==> src/rtl/bus_map_pkg.sv <==
// rtl/bus_map_pkg.sv - address map, slave index and data widths for the system bus
package bus_map_pkg;

    localparam logic [31:0] CLINT_BASE = 32'h0200_0000;
    localparam logic [31:0] CLINT_MASK = 32'hFFFF_0000;
    localparam logic [31:0] UART_BASE  = 32'h1000_0000;
    localparam logic [31:0] UART_MASK  = 32'hFFFF_F000;
    localparam logic [31:0] PLIC_BASE  = 32'h0C00_0000;
    localparam logic [31:0] PLIC_MASK  = 32'hFC00_0000;
    localparam logic [31:0] DMEM_BASE  = 32'h8000_0000;
    localparam logic [31:0] DMEM_MASK  = 32'hF000_0000;

    localparam int DATA_W       = 64;
    localparam int CLINT_RDATA_W = 64;
    localparam int UART_RDATA_W  = 8;
    localparam int PLIC_RDATA_W  = 32;
    localparam int DMEM_RDATA_W  = 64;

    typedef enum logic [2:0] {
        SLV_CLINT,
        SLV_UART,
        SLV_PLIC,
        SLV_DMEM,
        SLV_NONE
    } slave_e;

endpackage

==> src/rtl/bus_addr_decoder.sv <==
// rtl/bus_addr_decoder.sv - fixed-priority address decode to one-hot slave select
module bus_addr_decoder
    import bus_map_pkg::*;
#(
    parameter int XLEN = 32
) (
    input  logic [XLEN-1:0] addr,
    output logic [3:0]      sel,
    output logic            unmapped,
    output slave_e          slave
);

    logic hit_clint;
    logic hit_uart;
    logic hit_plic;
    logic hit_dmem;

    assign hit_clint = (addr & XLEN'(CLINT_MASK)) == XLEN'(CLINT_BASE);
    assign hit_uart  = (addr & XLEN'(UART_MASK))  == XLEN'(UART_BASE);
    assign hit_plic  = (addr & XLEN'(PLIC_MASK))  == XLEN'(PLIC_BASE);
    assign hit_dmem  = (addr & XLEN'(DMEM_MASK))  == XLEN'(DMEM_BASE);

    // sel bit order: [0] CLINT, [1] UART, [2] PLIC, [3] DMEM; earlier bits win on overlap
    always_comb begin
        sel   = 4'b0000;
        slave = SLV_NONE;
        if (hit_clint) begin
            sel   = 4'b0001;
            slave = SLV_CLINT;
        end else if (hit_uart) begin
            sel   = 4'b0010;
            slave = SLV_UART;
        end else if (hit_plic) begin
            sel   = 4'b0100;
            slave = SLV_PLIC;
        end else if (hit_dmem) begin
            sel   = 4'b1000;
            slave = SLV_DMEM;
        end
    end

    assign unmapped = (sel == 4'b0000);

endmodule

==> src/rtl/simple_bus_interconnect.sv <==
// rtl/simple_bus_interconnect.sv - single-master bus to CLINT/UART/PLIC/DMEM
// Optional registered unmapped-access capture with BUS_ERR_CAPTURE_EN.
module simple_bus_interconnect
    import bus_map_pkg::*;
#(
    parameter int XLEN = 32
) (
    input  logic              clk,
    input  logic              reset,

    input  logic              master_req_valid,
    input  logic [XLEN-1:0]   master_req_addr,
    input  logic [63:0]       master_req_wdata,
    input  logic              master_req_we,
    input  logic [2:0]        master_req_size,
    output logic              master_req_ready,
    output logic [63:0]       master_req_rdata,

    output logic              clint_req_valid,
    output logic [15:0]       clint_req_addr,
    output logic [63:0]       clint_req_wdata,
    output logic              clint_req_we,
    output logic [2:0]        clint_req_size,
    input  logic              clint_req_ready,
    input  logic [63:0]       clint_req_rdata,

    output logic              uart_req_valid,
    output logic [2:0]        uart_req_addr,
    output logic [7:0]        uart_req_wdata,
    output logic              uart_req_we,
    input  logic              uart_req_ready,
    input  logic [7:0]        uart_req_rdata,

    output logic              dmem_req_valid,
    output logic [XLEN-1:0]   dmem_req_addr,
    output logic [63:0]       dmem_req_wdata,
    output logic              dmem_req_we,
    output logic [2:0]        dmem_req_size,
    input  logic              dmem_req_ready,
    input  logic [63:0]       dmem_req_rdata,

    output logic              plic_req_valid,
    output logic [XLEN-1:0]   plic_req_addr,
    output logic [31:0]       plic_req_wdata,
    output logic              plic_req_we,
    input  logic              plic_req_ready,
    input  logic [31:0]       plic_req_rdata
`ifdef BUS_ERR_CAPTURE_EN
    ,
    output logic              bus_err,
    output logic [XLEN-1:0]   bus_err_addr
`endif
);

    logic [3:0] sel;
    logic       unmapped;
    slave_e     slave;

    bus_addr_decoder #(.XLEN(XLEN)) u_decoder (
        .addr     (master_req_addr),
        .sel      (sel),
        .unmapped (unmapped),
        .slave    (slave)
    );

    assign clint_req_valid = master_req_valid & sel[0];
    assign uart_req_valid  = master_req_valid & sel[1];
    assign plic_req_valid  = master_req_valid & sel[2];
    assign dmem_req_valid  = master_req_valid & sel[3];

    // Payload fans out to every slave; each one qualifies it with its own valid.
    assign clint_req_addr  = master_req_addr[15:0];
    assign clint_req_wdata = master_req_wdata;
    assign clint_req_we    = master_req_we;
    assign clint_req_size  = master_req_size;

    assign uart_req_addr   = master_req_addr[2:0];
    assign uart_req_wdata  = master_req_wdata[7:0];
    assign uart_req_we     = master_req_we;

    assign dmem_req_addr   = master_req_addr;
    assign dmem_req_wdata  = master_req_wdata;
    assign dmem_req_we     = master_req_we;
    assign dmem_req_size   = master_req_size;

    assign plic_req_addr   = master_req_addr;
    assign plic_req_wdata  = master_req_wdata[31:0];
    assign plic_req_we     = master_req_we;

    always_comb begin
        master_req_ready = 1'b0;
        master_req_rdata = '0;
        case (slave)
            SLV_CLINT: begin
                master_req_ready = clint_req_ready;
                master_req_rdata = clint_req_rdata;
            end
            SLV_UART: begin
                master_req_ready = uart_req_ready;
                master_req_rdata = {{(DATA_W-UART_RDATA_W){1'b0}}, uart_req_rdata};
            end
            SLV_PLIC: begin
                master_req_ready = plic_req_ready;
                master_req_rdata = {{(DATA_W-PLIC_RDATA_W){1'b0}}, plic_req_rdata};
            end
            SLV_DMEM: begin
                master_req_ready = dmem_req_ready;
                master_req_rdata = dmem_req_rdata;
            end
            default: begin
                master_req_ready = master_req_valid;
            end
        endcase
        if (!master_req_valid) begin
            master_req_rdata = '0;
        end
    end

`ifdef BUS_ERR_CAPTURE_EN
    always_ff @(posedge clk) begin
        if (reset) begin
            bus_err      <= 1'b0;
            bus_err_addr <= '0;
        end else if (master_req_valid && unmapped) begin
            bus_err      <= 1'b1;
            bus_err_addr <= master_req_addr;
        end
    end
`else
    // Clock, reset and the unmapped flag only feed the capture registers.
    logic unused_err_capture;
    assign unused_err_capture = &{1'b0, clk, reset, unmapped};
`endif

endmodule

==> config.mk <==
export PLATFORM = sky130hd
export DESIGN_NAME = simple_bus_interconnect
export DESIGN_NICKNAME = d
export VERILOG_FILES = /design/src/rtl/bus_map_pkg.sv /design/src/rtl/bus_addr_decoder.sv /design/src/rtl/simple_bus_interconnect.sv
export SDC_FILE = /design/constraint.sdc
export NUM_CORES = 1
export LEC_CHECK = 0
export ABC_AREA = 1
export CAP_MARGIN = 15
export CORE_AREA = 5 5 229 231
export DETAILED_ROUTE_END_ITERATION = 10
export DIE_AREA = 0 0 234 236
export SETUP_SLACK_MARGIN = 0.1
export SYNTH_ARGS = -nofsm -noshare
export SYNTH_HDL_FRONTEND = slang
export SYNTH_SLANG_ARGS = --single-unit
==> constraint.sdc <==
create_clock -name vclk -period 2.35
set_input_delay 0.3525 -clock vclk [all_inputs]
set_output_delay 0.3525 -clock vclk [all_outputs]
set_load 0.05 [all_outputs]
# == After elaboration in Yosys (flattened, before gate mapping) ==
# Index checks and enable logic that the tools add are counted.
# word_totals
regBits,0
latchBits,0
ramBits,0
romBits,0
wordCells,23
memories,0
# op_classes
add_sub_neg,0
mul,0
div_mod_pow,0
magnitude_cmp,0
eq_ne,7
n_shift,0
mux,11
n_bitwise,4
n_reduce_logical,1
# ops
cell,n
64-bit case mux with 4 select lines,1
64-bit 2-to-1 mux,1
"20-bit by 17-bit equality test with 1-bit output, second input constant",1
"16-bit by 10-bit equality test with 1-bit output, second input constant",1
4-bit 2-to-1 mux,4
3-bit 2-to-1 mux,4
"3-bit by 2-bit equality test with 1-bit output, second input constant",2
"6-bit by 2-bit equality test with 1-bit output, second input constant",1
1-bit bitwise AND,4
"4-bit equality test, second input constant",1
1-bit case mux with 4 select lines,1
"3-bit by 1-bit equality test with 1-bit output, second input constant",1
3-bit logical NOT,1

# == Logic depth before layout (Yosys ltp) ==
# Gate-level depths: netlist (run 1).
# logic_depth
ltp_word,8
mapped_depth,11
mapped_depth_nobuf,10

# == By module ==
# Synthesis (run 1) repeated with hierarchy kept, for this count alone.
# hier_totals
cells_unflattened,688
area_unflattened_um2,3975.1
# by_module_without_submodules
module,n_inst,cells_per_inst,area_per_inst_um2,seq_area_each_um2
simple_bus_interconnect,1,650,3792.4,0.0
bus_addr_decoder,1,38,182.7,0.0

# == Least setup slack after synthesis (run 1) ==
# No wires, ideal clock.
# synth_path
path_kind,input port to output port
startpoint,in master_req_addr[27]
endpoint,out master_req_rdata[53]
arrival_ps,1922
required_time_ps,1997
setup_slack_ps,76
cell_stages,9
path_buffers,2
path_cell_list,nor2_2 -> nand2_4 -> nor2_8 -> nand2_2 -> clkinv_2 -> buf_6 -> buf_6 -> nand2_1 -> a21oi_1
# synth_between
elab_chain_len,7
word_cells_on_any_way,12
classes_between,eq/ne: 6; mux: 5; reduce/logical: 1
# synth_lines
element,line_no,text
"start, declared",simple_bus_interconnect.sv:12,"input logic [XLEN-1:0] master_req_addr,"
6-bit by 2-bit equality test with 1-bit output,bus_addr_decoder.sv:20,assign hit_plic = (addr & XLEN'(PLIC_MASK)) == XLEN'(PLIC_BASE);
3-bit 2-to-1 mux,bus_addr_decoder.sv:33,end else if (hit_plic) begin
3-bit 2-to-1 mux,bus_addr_decoder.sv:30,end else if (hit_uart) begin
3-bit 2-to-1 mux *,bus_addr_decoder.sv:27,if (hit_clint) begin
"3-bit by 2-bit equality test with 1-bit output, or another cell as far along",simple_bus_interconnect.sv:93,case (slave)
64-bit case mux with 4 select lines *,simple_bus_interconnect.sv:93,
64-bit 2-to-1 mux *,simple_bus_interconnect.sv:114,if (!master_req_valid) begin
"end, declared",simple_bus_interconnect.sv:17,"output logic [63:0] master_req_rdata,"
# Mark *: on every way between the ends. The rest lies on a longest branch, timed or not.

# == Worst setup path after layout (run 1) ==
# layout_path
startpoint,in master_req_addr[29]
endpoint,out master_req_rdata[46]
# layout_between
elab_chain_len,8
word_cells_on_any_way,14
classes_between,eq/ne: 7; mux: 6; reduce/logical: 1
# layout_lines
element,line_no,text
4-bit equality test,bus_addr_decoder.sv:21,assign hit_dmem = (addr & XLEN'(DMEM_MASK)) == XLEN'(DMEM_BASE);
3-bit 2-to-1 mux,bus_addr_decoder.sv:36,end else if (hit_dmem) begin
3-bit 2-to-1 mux,bus_addr_decoder.sv:33,
3-bit 2-to-1 mux,bus_addr_decoder.sv:30,
3-bit 2-to-1 mux *,bus_addr_decoder.sv:27,
"3-bit by 2-bit equality test with 1-bit output, or another cell as far along",simple_bus_interconnect.sv:93,
64-bit case mux with 4 select lines *,simple_bus_interconnect.sv:93,
64-bit 2-to-1 mux *,simple_bus_interconnect.sv:114,
# Marks and branches as above.

==> flow_summary.json, run 1 <==
{
  "status": "completed",
  "combPwrFrac_pct": 100.0,
  "dieArea_um2": 55220,
  "grt-ovfl-total": 0,
  "power_frac_seq_pct": 0,
  "netlist.area_leader.share_pct": 53.72,
  "io_buffers": 306,
  "area_growth_pct": 96.57,
  "io_pins": 605,
  "p_per_area_nw_per_um2": 121.7,
  "endpoint_kind": "output pin",
  "ir_drop_mv": 0.05360,
  "min_period_over_period_pct": 91.99,
  "dieWidth_um": 234,
  "coreArea_um2": 49860,
  "p_leak_nw": 2.731,
  "power.internal_mw": 0.4570,
  "cp-endpoint": "master_req_rdata[46]",
  "syn_avg_cell_area_um2": 5.902,
  "antenna_found_initial": 2,
  "final_core_util_pct": 14.38,
  "layout.cells.non_filler": 1381,
  "pwr-share-clk_pct": 0,
  "min_period_ns": 2.162,
  "drive_gt1_share_pct": 42.80,
  "design.seq.count": 0,
  "num_vias": 4022,
  "yosys-top-cells-area": "buf_4 54%, nand2_1 11%, a21oi_1 9.6%, nor2_1 6.8%, inv_1 3.7%",
  "drv_cap": 0,
  "final_nets": 985,
  "power_mw": 0.8724,
  "start_kind": "input pin",
  "wirelength_um": 22840,
  "rsz0062_at_grt": "true",
  "hpwlAfterDp_um": 17890,
  "fin_area_um2": 7169,
  "synth_top_area_cell": "buf_4",
  "hold-worst-slack_ns": 0.7050,
  "cp_max_fo": 7,
  "cp.arrival_ns": 1.81,
  "required_ns": 2.00,
  "slew_headroom_pct": 76.55,
  "grt_pass1_vias": 4473,
  "fmax_ghz": 0.4626,
  "drv_slew": 0,
  "grt_pass1_wl_um": 30430,
  "max_slew.worst_pin.slew_ns": 0.3517,
  "antenna_left": 0,
  "setup_viol": 0,
  "nClkBuffers": 0,
  "setup_ws_ns": 0.1883,
  "startpoint": "master_req_addr[29]",
  "rows": 82,
  "drc": 0,
  "finalHoldViolations": 0,
  "post_drt_wl_per_cell_um": 16.54,
  "switching_share_pct": 47.61,
  "synth_cell_types": 25,
  "regArea_um2": 0,
  "viasPerCell": 2.912,
  "multi_input_area_um2": 1774,
  "worstSetupPathType": "in -> out",
  "drt-initial-drc-count": 71,
  "first_pass_iters": 4,
  "tns_ns": 0,
  "syn_area_um2": 3647,
  "grt_usage_pct": 7.480,
  "dp_cells": 1361,
  "place_ws_ns": -0.5764,
  "synth_warnings": 0,
  "grt_max_degree": 38,
  "hp-class": "in -> out",
  "seq_area_frac_synth_pct": 0,
  "fill_cells": 5698,
  "synth_common_cells": "261 x buf_4, 109 x nand2_1, 70 x a21oi_1, 66 x nor2_1, 36 x inv_1",
  "syn_inst": 618,
  "synth_nets": 893,
  "p_sw_mw": 0.4154,
  "dieHeight_um": 236,
  "start_util_pct": 7.315,
  "synth.most_common_cell": "buf_4",
  "routabilityCongestion": 0.7346,
  "post_dp_cell_area_um2": 6540
}
worst max-delay path, stage by stage:
cell and delay (ns):
buf_4 0.13, nor2_4 0.16, buf_12 0.13, nand2_4 0.05, nor2_8 0.09, nand2_4 0.08, clkinv_8 0.11, buf_12 0.16
buf_8 0.14, nand2_4 0.05, a21oi_4 0.16, buf_12 0.15
area by class of cell:
cell class / instances / area share (%)
inverter: 38 / 2.356
tap: 672 / 11.73
multi-input combinational: 297 / 24.75
timing repair buffer: 373 / 61.13
antenna: 1 / 0.03490
per-layer routing:
metal	GRT usage [%]	share of wire [%]	up-vias
met4	3.595	5.6	4
li1	-	-	1826
met3	2.622	12	100
met1	7.504	33	1761
met5	0.8036	0.31	-
met2	13.57	49	331
layout by cell type (no fill, tap or decap), types with 6 or more instances in the layout:
cell,count
a21oi_1,24
a21oi_2,50
a21oi_4,6
buf_12,81
buf_4,90
clkbuf_2,9
clkdlybuf4s50_1,173
inv_1,34
nand2_1,103
nand2_2,6
nand2_4,13
nand3_1,17
nor2_1,47
nor2_2,15
nor2_4,8
cell families (layout without fill, tap and decap cells):
group | Yosys count | in the layout | synth area share [%]
AND/OR/NAND/NOR | 216 | 217 | 26.72
AO/OA/AOI/OAI | 80 | 80 | 12.01
other | 0 | 1 | 0
buffers and inverters | 322 | 411 | 61.27
power by group through the flow:
stage	Combinational [mW]	Sequential [mW]	Clock (mW)
floorplan	1.33	0	0
global placement	0.829	0	0
detailed placement	0.836	0	0
CTS	0.882	0	0
global route	0.917	0	0.0000000569
finish	0.872	0	0.0000000569
worst min-delay path by stage:
| stage | cells past startpoint | slack, ns | endpoint | startpoint |
|---|---|---|---|---|
| floorplan | 1 | 0.87 | clint_req_addr[0] | master_req_addr[0] |
| global placement | 0 | 0.71 | clint_req_wdata[38] | master_req_wdata[38] |
| detailed placement | 0 | 0.71 | clint_req_wdata[38] | master_req_wdata[38] |
| CTS | 0 | 0.71 | clint_req_wdata[38] | master_req_wdata[38] |
| global route | 0 | 0.71 | dmem_req_addr[9] | master_req_addr[9] |
| finish | 0 | 0.71 | clint_req_wdata[63] | master_req_wdata[63] |
timing repair:
| action | in CTS | in global routing |
|---|---|---|
| pin swaps | 26 | 26 |
| endpoints found under the setup margin | 69 | 41 |
| buffers inserted | 10 | 2 |
| hold buffers | 0 | 0 |
| gates resized for setup | 121 | 34 |
| cloned | 7 | 0 |
(Power assumes the default switching activity.)
==> run 2: changes to the inputs <==
--- a/config.mk
+++ b/config.mk
@@ -14,3 +14,4 @@
 export SYNTH_ARGS = -nofsm -noshare
 export SYNTH_HDL_FRONTEND = slang
 export SYNTH_SLANG_ARGS = --single-unit
+export TNS_END_PERCENT = 20
==> flow_summary.json, run 2 (synthesis results as in run 1) <==
{
  "antenna_left": 0,
  "min_period_ns": 2.157,
  "wirelength_um": 21540,
  "cp_top_family": "buffers and inverters",
  "num_vias": 3934,
  "drv_cap": 0,
  "drt-initial-drc-count": 120,
  "grt_usage_pct": 6.811,
  "final_core_util_pct": 13.82,
  "coreArea_um2": 49860,
  "holdPathStages": 0,
  "ir_drop_mv": 0.08819,
  "nClkBuffers": 0,
  "routabilityCongestion": 0.7667,
  "dieArea_um2": 55220,
  "required_ns": 2.00,
  "endpoint_kind": "output pin",
  "slew_headroom_pct": 67.50,
  "grt_pass1_vias": 4158,
  "grt_max_degree": 69,
  "p_per_area_nw_per_um2": 120.8,
  "antenna_found_initial": 0,
  "hp-class": "in -> out",
  "hpwlAfterDp_um": 16750,
  "worstPathCellList": "clkdlybuf4s15_1 -> nor2_2 -> nand2_4 -> nor2_8 -> nand2_4 -> clkinv_8 -> buf_12 -> buf_16 -> nand2_1 -> a21oi_1 -> buf_12",
  "grt-ovfl-total": 0,
  "cp_max_fo": 7,
  "io_pins": 605,
  "hp-start": "master_req_wdata[6]",
  "power_mw": 0.8325,
  "start_kind": "input pin",
  "fill_cells": 5741,
  "first_pass_iters": 4,
  "setup_ws_ns": 0.1929,
  "critPathMaxStageDelay_ns": 0.23,
  "io_buffers": 306,
  "finalHoldViolations": 0,
  "cp.buffers_inverters": 5,
  "area_growth_pct": 88.95,
  "multi_input_area_um2": 1607,
  "viasPerCell": 2.861,
  "grt_pass1_wl_um": 27960,
  "post_drt_wl_per_cell_um": 15.66,
  "fmax_ghz": 0.4636,
  "max_slew.worst_pin.slew_ns": 0.4875,
  "drc": 0,
  "final_cell_mix": "173 x clkdlybuf4s50_1, 107 x nand2_1, 91 x buf_4",
  "dieWidth_um": 234,
  "layout_commonest_cell": "clkdlybuf4s50_1",
  "regArea_um2": 0,
  "crit_cells": 11,
  "drive_gt1_share_pct": 37.55,
  "cts_hold_buf": 0,
  "p_leak_nw": 2.685,
  "drv_slew": 0,
  "cp.arrival_ns": 1.80,
  "rows": 82,
  "diodes": 0,
  "status": "completed",
  "dieHeight_um": 236,
  "start_util_pct": 7.315,
  "hold_end": "plic_req_wdata[6]",
  "final_nets": 980,
  "cpMaxStageDelayCell": "a21oi_1",
  "rsz0062_at_grt": "false",
  "setup_viol": 0,
  "design.seq.count": 0,
  "place_ws_ns": -0.3317,
  "min_period_over_period_pct": 91.79,
  "worstSetupPathType": "in -> out"
}
==> run 2: cell count changes in the layout (fill, tap and decap cells not counted), sizes merged <==
cell           before  now
dlygate4sd2         1    0
diode               1    0
buf               184  175
clkdlybuf4s15       1    2
clkbuf              9   13
==> run 2: final cells by class <==
| class | instances | area share, % |
|---|---|---|
| timing repair buffer | 368 | 62.18 |
| multi-input combinational | 297 | 23.31 |
| tap | 672 | 12.20 |
| inverter | 38 | 2.306 |
==> run 2: worst max-delay path by stage <==
stage	startpoint	endpoint	slack (ns)
6_report	master_req_addr[24]	master_req_rdata[30]	0.19
5_1_grt	master_req_addr[24]	master_req_rdata[43]	0.11
4_1_cts	master_req_addr[29]	master_req_rdata[11]	0.04
3_5_place_dp	master_req_addr[27]	master_req_rdata[41]	-0.33
3_3_place_gp	master_req_addr[17]	master_req_rdata[41]	-0.31
2_1_floorplan	master_req_addr[27]	master_req_rdata[55]	0.08
==> run 2: metal layers <==
| metal | GRT usage [%] | part of all wire [%] |
|---|---|---|
| met5 | 0.6250 | 0.20 |
| met4 | 3.737 | 5.8 |
| met3 | 2.550 | 13 |
| met2 | 12.11 | 48 |
| met1 | 6.765 | 33 |
==> run 2: timing repair <==
action / in CTS / in global routing
pin swaps: 19 / 26
setup buffers: 7 / 2
hold endpoints to repair: 0 / 0
endpoints found under the setup margin: 67 / 66
gates cloned: 5 / 1
resized for setup: 53 / 55
==> run 2: power by group <==
group | internal (mW) | switching (mW) | leakage (nW)
logic | 0.437 | 0.395 | 2.69
registers | 0 | 0 | 0
clock network | 0 | 0 | 0
total | 0.437 | 0.395 | 2.69
==> run 2: metrics by stage <==
step	std cells	instance area [µm²]	hold WS, ns	setup TNS, ns
after floorplan	618	3655	0.8721	0
after global placement	1360	6515	0.7055	-8.947
after detailed placement	1360	6515	0.7055	-10.39
after CTS	1372	6835	0.7055	0
after global routing	1375	6892	0.7051	0
final	1375	6892	0.7050	0
